File: src/rtl/ram_arb_pkg.sv
// Shared types and defaults for the two-requester RAM arbiter:
// FSM states, requester IDs and the read-return tag.
package ram_arb_pkg;

    localparam int AW_DEF    = 8;
    localparam int DW_DEF    = 8;
    localparam int DEPTH_DEF = 11;

    localparam logic REQ_A = 1'b0;
    localparam logic REQ_B = 1'b1;

    typedef enum logic {
        IDLE = 1'b0,
        HOLD = 1'b1
    } state_t;

    // One stage of the read-return pipeline: who owns the read, and whether
    // it targeted an unimplemented word (only ever set with range checking).
    typedef struct packed {
        logic vld;
        logic owner;
        logic oor;
    } tag_t;

endpackage

File: src/rtl/ram_sync_arbiter_rr_arb2.sv
// Two-way round-robin pick. The last-served pointer resets to B so that
// A wins the first tie; it advances only when a grant is actually issued.
module rr_arb2
    import ram_arb_pkg::*;
(
    input  logic       clk,
    input  logic       rst,
    input  logic [1:0] req,
    input  logic       advance,
    output logic       any,
    output logic       pick
);

    logic last;

    always_comb begin
        any  = |req;
        pick = REQ_A;
        if (req[0] && req[1]) begin
            pick = (last == REQ_B) ? REQ_A : REQ_B;
        end else if (req[1]) begin
            pick = REQ_B;
        end
    end

    always_ff @(posedge clk or posedge rst) begin
        if (rst) begin
            last <= REQ_B;
        end else if (advance && any) begin
            last <= pick;
        end
    end

endmodule

File: src/rtl/ram_sync_arbiter.sv
// Round-robin arbiter/sequencer for a single-port synchronous RAM with
// registered read. Optional address range check: RAM_ARB_RANGE_CHK_EN.
//
// Handshake: a requester raises req_x with we_x/addr_x/wdata_x stable and
// holds them until it sees gnt_x; the command is accepted on the clock edge
// that raises the one-cycle gnt_x pulse. Reads return on rvalid_x two edges
// after that grant edge; writes return nothing.
module ram_sync_arbiter
    import ram_arb_pkg::*;
#(
    parameter int AW    = AW_DEF,
    parameter int DW    = DW_DEF,
    parameter int DEPTH = DEPTH_DEF
) (
    input  logic          clk,
    input  logic          rst,
    input  logic          req_a,
    input  logic          we_a,
    input  logic [AW-1:0] addr_a,
    input  logic [DW-1:0] wdata_a,
    output logic          gnt_a,
    output logic          rvalid_a,
    output logic [DW-1:0] rdata_a,
    input  logic          req_b,
    input  logic          we_b,
    input  logic [AW-1:0] addr_b,
    input  logic [DW-1:0] wdata_b,
    output logic          gnt_b,
    output logic          rvalid_b,
    output logic [DW-1:0] rdata_b,
`ifdef RAM_ARB_RANGE_CHK_EN
    output logic          err_a,
    output logic          err_b,
`endif
    output logic [AW-1:0] ram_addr,
    output logic [DW-1:0] ram_din,
    output logic          ram_en,
    input  logic [DW-1:0] ram_dout,
    output state_t        state
);

    state_t        state_n;
    logic          any;
    logic          pick;
    logic          grant;
    logic          sel_we;
    logic [AW-1:0] sel_addr;
    logic [DW-1:0] sel_wdata;
    logic          sel_oor;
    tag_t          tag0;
    tag_t          tag1;

    rr_arb2 u_arb (
        .clk     (clk),
        .rst     (rst),
        .req     ({req_b, req_a}),
        .advance (grant),
        .any     (any),
        .pick    (pick)
    );

    always_comb begin
        sel_we    = (pick == REQ_B) ? we_b    : we_a;
        sel_addr  = (pick == REQ_B) ? addr_b  : addr_a;
        sel_wdata = (pick == REQ_B) ? wdata_b : wdata_a;
`ifdef RAM_ARB_RANGE_CHK_EN
        sel_oor   = ({1'b0, sel_addr} >= (AW + 1)'(DEPTH));
`else
        sel_oor   = 1'b0;
`endif
    end

    // HOLD lasts one cycle so a requester has time to drop req after gnt.
    always_comb begin
        state_n = state;
        grant   = 1'b0;
        case (state)
            IDLE: begin
                if (any) begin
                    grant   = 1'b1;
                    state_n = HOLD;
                end
            end
            HOLD:    state_n = IDLE;
            default: state_n = IDLE;
        endcase
    end

    always_ff @(posedge clk or posedge rst) begin
        if (rst) begin
            state <= IDLE;
        end else begin
            state <= state_n;
        end
    end

    always_ff @(posedge clk or posedge rst) begin
        if (rst) begin
            gnt_a    <= 1'b0;
            gnt_b    <= 1'b0;
            rvalid_a <= 1'b0;
            rvalid_b <= 1'b0;
            rdata_a  <= '0;
            rdata_b  <= '0;
            ram_addr <= '0;
            ram_din  <= '0;
            ram_en   <= 1'b0;
            tag0     <= '0;
            tag1     <= '0;
        end else begin
            gnt_a    <= 1'b0;
            gnt_b    <= 1'b0;
            ram_en   <= 1'b0;
            tag0     <= '0;
            tag1     <= tag0;
            // tag1 describes the read the RAM executed on the previous edge.
            rvalid_a <= tag1.vld && (tag1.owner == REQ_A);
            rvalid_b <= tag1.vld && (tag1.owner == REQ_B);
            if (tag1.vld && (tag1.owner == REQ_A)) begin
                rdata_a <= tag1.oor ? '0 : ram_dout;
            end
            if (tag1.vld && (tag1.owner == REQ_B)) begin
                rdata_b <= tag1.oor ? '0 : ram_dout;
            end
            if (grant) begin
                gnt_a     <= (pick == REQ_A);
                gnt_b     <= (pick == REQ_B);
                ram_addr  <= sel_addr;
                ram_din   <= sel_wdata;
                ram_en    <= sel_we && !sel_oor;
                tag0.vld   <= !sel_we;
                tag0.owner <= pick;
                tag0.oor   <= sel_oor;
            end
        end
    end

`ifdef RAM_ARB_RANGE_CHK_EN
    always_ff @(posedge clk or posedge rst) begin
        if (rst) begin
            err_a <= 1'b0;
            err_b <= 1'b0;
        end else begin
            err_a <= grant && sel_oor && (pick == REQ_A);
            err_b <= grant && sel_oor && (pick == REQ_B);
        end
    end
`endif

endmodule
File: config.mk
export PLATFORM = sky130hd
export DESIGN_NAME = ram_sync_arbiter
export DESIGN_NICKNAME = d
export VERILOG_FILES = /design/src/rtl/ram_arb_pkg.sv /design/src/rtl/ram_sync_arbiter_rr_arb2.sv /design/src/rtl/ram_sync_arbiter.sv
export SDC_FILE = /design/constraint.sdc
export NUM_CORES = 1
export LEC_CHECK = 0
export ABC_CLOCK_PERIOD_IN_PS = 1700
export BUFFER_PORTS_ARGS = -buffer_cell sky130_fd_sc_hd__buf_2
export CORE_UTILIZATION = 45
export DETAILED_ROUTE_END_ITERATION = 16
export PLACE_DENSITY = 0.79
export SLEW_MARGIN = 20
export SYNTH_ARGS = -nofsm -noshare
export SYNTH_HDL_FRONTEND = slang
export SYNTH_SLANG_ARGS = --single-unit
File: constraint.sdc
create_clock -name clk -period 1.7 [get_ports clk]
set_input_delay 0.085 -clock clk [delete_from_list [all_inputs] [get_ports clk]]
set_output_delay 0.085 -clock clk [all_outputs]
set_load 0.005 [all_outputs]
; Yosys cells after proc, flatten, opt, wreduce, memory -nomap -nowiden
; Cells that the tools add are included.
[op_classes]
mux = 14
n_addsub = 0
shifts = 0
n_lt_le_gt_ge = 0
bitwise = 3
multipliers = 0
div_mod_pow = 0
reduce_logical = 6
n_eq_ne = 0
[ops]
columns = cell, count
row1 = 8-bit two-way mux, 3
row2 = 1-bit two-way mux, 9
row3 = 1-bit logical AND, 4
row4 = 3-bit two-way mux, 1
row5 = 1-bit NOT, 3
row6 = 1-bit one-hot mux with 2 select lines, 1
row7 = 2-bit OR reduction, 1
row8 = 1-bit logical NOT, 1
[word_totals]
ff_bits = 45
mem_bits_ro = 0
wordCells = 40
output_inout_bits = 38
latchBits = 0
input_bits = 46
mem_bits_rw = 0
mem_count = 0

; Depth between registers and ports, before layout
[depth]
word_depth = 5
mapped_depth = 5
depth_no_buf = 4

; Hierarchy
; A second synthesis with hierarchy kept.
[hier_totals]
cells_unflattened = 111
area_unflattened_um2 = 1780.5
[by_module_without_submodules]
columns = mod, area_each_um2, cells_each, instances, seq_area_each_um2
row1 = ram_sync_arbiter, 1725.4, 105, 1, 1026.0
row2 = rr_arb2, 55.1, 6, 1, 26.3

; Least setup slack after synthesis
; Ideal clock, no wire load.
[synth_path]
kind = register -> register
startpoint = reg u_arb.last
endpoint = reg ram_din[6]
path_slack_ns = 0.542
setup_time_ns = 0.073
synth_period_minus_slack_ns = 1.158
arrival_time_ns = 1.085
t_required_ns = 1.627
n_path_buf = 2
stages_incl_launch_ff = 6
cell_sequence = dfstp_2 > a21bo_2 > buf_6 > buf_4 > nand2_1 > a21oi_2
[synth_between]
elab_chain_len = 3
[synth_lines]
columns = element, line
row1 = from (decl), ram_sync_arbiter_rr_arb2.sv:14  ; logic last;
row2 = from (signal assigned), ram_sync_arbiter_rr_arb2.sv:30  ; last <= pick;
row3 = 1-bit two-way mux, ram_sync_arbiter_rr_arb2.sv:20  ; pick = (last == REQ_B) ? REQ_A : REQ_B;
row4 = 1-bit two-way mux, ram_sync_arbiter_rr_arb2.sv:19  ; if (req[0] && req[1]) begin
row5 = 8-bit two-way mux, ram_sync_arbiter.sv:65  ; sel_wdata = (pick == REQ_B) ? wdata_b : wdata_a;
row6 = to (signal assigned), ram_sync_arbiter.sv:129  ; ram_din <= sel_wdata;
row7 = to (decl), ram_sync_arbiter.sv:36  ; output logic [DW-1:0] ram_din,
; No other way between the ends.
; A chain may end at the register's enable or synchronous reset.

; Worst setup path in the final report
[layout_path]
startpoint = reg state
endpoint = reg ram_addr[3]
[layout_between]
elab_chain_len = 1
[layout_lines]
columns = element, line
row1 = from (decl), ram_sync_arbiter.sv:39  ; output state_t state
row2 = from (signal assigned), ram_sync_arbiter.sv:93  ; state <= state_n;
row3 = 1-bit two-way mux, ram_sync_arbiter.sv:77  ; case (state)
row4 = to (signal assigned), ram_sync_arbiter.sv:128  ; ram_addr <= sel_addr;
row5 = to (decl), ram_sync_arbiter.sv:35  ; output logic [AW-1:0] ram_addr,
; No other way between the ends.

==> results by group <==
Floorplan
  • Height of the die: between 60 and 70 µm
  • Starting Density: approximately 50%
  • Die Width: roughly 63 µm
  • Row count: 21
  • Die Area: about 0.004 mm²
  • Core Box Area: between 0.003 and 0.004 mm²
  • Ports: 84

Layout
  • Ant diodes: 0
  • Register area: approximately 0.0011 mm²
  • Area delta synth->final: 33.04%
  • Final-stage net count: ~280
  • Layout cells sized above 1: approximately 49%
  • Final std cells w/o fill: roughly 280
  • Filler cell count: 293
  • Area of the multi-input gates: 564.3 µm²

Setup path
  • Crit path DAT: 1.52 ns
  • Critical Path RT: roughly 1.9 ns
  • Startpoint types: flop
  • Worst r2r dst: ram_addr[3]$_DFFE_PP0P_
  • R2R Setup Slk: approximately 0.4 ns
  • Reg2Reg Depth: 4
  • R2r startpoint: state$_DFF_PP0_
  • Critical path class: reg2reg
  • Critical path fanouts, max: 19
  • Worst setup EP type: flop

Timing
  • Least-Margin Pin Slew: just under 0.6 ns
  • RSZ-0062 raised after global routing: false
  • Relative slew margins: approximately three fifths
  • Final Critical Period: around 1.3 ns
  • Setup TNS: 0 ns
  • Final Max Tran Viols: 0
  • Fmax: ~0.76 GHz
  • Final setup vio count: 0
  • Final hold violation count: 0
  • Final period utilization: around three quarters
  • Fin Clk Skew: between 0.006 and 0.007 ns

Synthesis
  • Synth cell count leaders: dfrtp_1, a21oi_1, nand2_1, nor2_1, mux2_2
  • Yosys Warn Count: 0
  • Largest cells by area after synthesis: dfrtp_1, mux2_2, a21oi_1
  • Main synth FF type: dfrtp_1
  • Async set-reset flop share out of synthesis: 100.0%
  • Seq/Total Area, Yosys: roughly 62%
  • Leading area contributor after synthesis: dfrtp_1
  • Synth Instances: 143
  • Most frequent cell after synthesis: dfrtp_1
  • FF+latch count, synth: between 40 and 50
  • Syn_area_per_cell: approximately 12 µm²
  • Post-synth cell types: 22
  • Synth Cell Area: about 0.0017 mm²
  • Share of the synthesized area in the top cell type: just over 60%
  • EDFF count, synth: 0
  • Syn Nets: about 190

Job
  • Max_cap viols: 0

Route
  • Met3 WL: around 250 µm
  • Top routing layer in use: met4
  • Via/cell ratio: about 5
  • Met1 WL: approximately 1.5 mm
  • Avg WL per Cell: between 10 and 15 µm
  • Met2 routed WL: between 1.5 and 2 mm
  • Residual DRC: 0
  • Detail Route Antenna Nets: 0
  • Final wirelength: about 3.5 mm
  • DRT Pass-1 Iters: 4
  • Initial drt markers: 48
  • Via Count: about 1400

Clock tree
  • Root buffer cell: clkbuf_8
  • # resized after CTS: 0
  • CTS buffer count: 5
  • CTS clk-pin slew, worst paths: ~0.080 ns
  • CTS tree: yes
  • Insertion delay to the later sink of the worst-skew pair: ~0.29 ns
  • H-tree level count: 2
  • CTS Hold Bufs: 2
  • Clock Sink Count: 42
  • Setup bufs post-CTS: 0
  • Clock buffer depth: 2

Place
  • # port buffers: 83
  • Inst Count DP: between 200 and 300
  • HPWL after detailed placement: 2.576 mm
  • RePlAce Congestion: about 0.75

Pwr
  • Maximum vdd drop: 0.6762 mV
  • Leak Pwr: 1.152 nW
  • PD cells: between 1000 and 1500 mW/mm²

Min path
  • Hold depth: 3
  • Hold Path Sink: ram_din[3]$_DFFE_PP0P_
  • Worst hold path type: in2reg
  • Min-delay src: wdata_a[3]

Global route
  • Largest net degree at the start of global routing: 20
  • First-pass GRT wire length: around 6 mm
  • Overflow after GRT: 0
  • Initial antenna violation count: 0
  • Total Routing Usage GR: between 10% and 20%
  • Vias in the first global route: around 1400

Run status
  • Run status: finished clean
[power by group]
part           switching (mW)  internal [mW]
registers               0.139           1.28
logic                   0.340          0.415
clock network           0.318          0.327
total                   0.796           2.02
[critical path, cell delays in order (launching register included)]
cell,delay [ns]
dfrtp_1,0.42
o21bai_4,0.29
inv_2,0.31
nor2_1,0.08
a21oi_1,0.13
[metrics by stage]
| step | hold slack, ns | utilization (%) | instance area [µm²] | setup WS (ns) | power, mW |
|---|---|---|---|---|---|
| 2_1_floorplan | 0.1580 | - | 1685 | 0.5424 | 1.823 |
| 3_3_place_gp | 0.1023 | 61.44 | 2131 | 0.4409 | 2.165 |
| 3_5_place_dp | 0.1101 | 61.44 | 2131 | 0.4075 | 2.195 |
| 4_1_cts | 0.01026 | 64.65 | 2242 | 0.4006 | 2.847 |
| 5_1_grt | 0.01096 | 64.65 | 2242 | 0.2442 | 2.999 |
| 6_report | 0.01651 | 64.65 | 2242 | 0.3926 | 2.814 |
[state kept, by name, indices dropped and copies added (netlist names)]
register    flops
ram_addr        8
ram_din         8
ram_en          1
gnt_a           1
rvalid_a        1
tag0            1
gnt_b           1
rvalid_b        1
tag1            2
state           1
rdata_b         8
rdata_a         8
u_arb.last      1
[cells by family (layout without fill, tap and decap cells)]
family                 count (synthesis)  in the layout  share of synthesized area (%)
AOI/OAI and AO/OA                     35             35                          13.29
DFF                                   42             42                          62.44
and+or+nand+nor                       38             38                          8.909
muxes                                 17             17                          11.28
buffers and inverters                 11            101                          4.082
[placed cells by master (no fill, tap or decap)]
cell	instances
clkbuf_1	1
a31oi_1	1
mux2_1	1
dfstp_2	1
o21bai_4	1
mux2_2	15
inv_1	3
mux2i_1	1
nor2_1	17
a32oi_1	2
a21oi_1	27
dfrtp_1	41
a21boi_4	1
nand2b_1	1
clkinv_2	1
clkbuf_8	6
dlygate4sd3_1	2
nand2_1	17
inv_2	1
buf_2	83
clkinv_1	1
and2_1	1
buf_4	3
a21bo_2	1
nand3_1	2
a21oi_2	2
[worst max-delay path by stage]
| stage | start | end | slack (ns) | depth (start not counted) |
|---|---|---|---|---|
| after floorplan | u_arb.last$_DFFE_PP1P_ | ram_din[6]$_DFFE_PP0P_ | 0.54 | 5 |
| after global placement | state$_DFF_PP0_ | ram_addr[4]$_DFFE_PP0P_ | 0.44 | 4 |
| after detailed placement | state$_DFF_PP0_ | ram_addr[3]$_DFFE_PP0P_ | 0.41 | 4 |
| after CTS | state$_DFF_PP0_ | ram_addr[3]$_DFFE_PP0P_ | 0.40 | 4 |
| after global routing | state$_DFF_PP0_ | ram_addr[3]$_DFFE_PP0P_ | 0.24 | 4 |
| final | state$_DFF_PP0_ | ram_addr[3]$_DFFE_PP0P_ | 0.39 | 4 |
[layer usage]
layer  vias up  global-route usage [%]
met3         9                   5.072
met2        68                   33.74
li1        659                       -
met1       629                   22.72
met4         0                   7.670
met5         -                       0
[area by class of cell]
class / instances / share of cell area, %
Clock buffer: 7 / 3.850
Sequential cell: 42 / 46.93
Clock inverter: 1 / 0.2232
Inverter: 5 / 0.8371
Timing Repair Buffer: 88 / 20.42
Multi-Input combinational cell: 90 / 25.17
Tap cell: 46 / 2.567
Note: power is estimated with default switching activity, not from simulation.
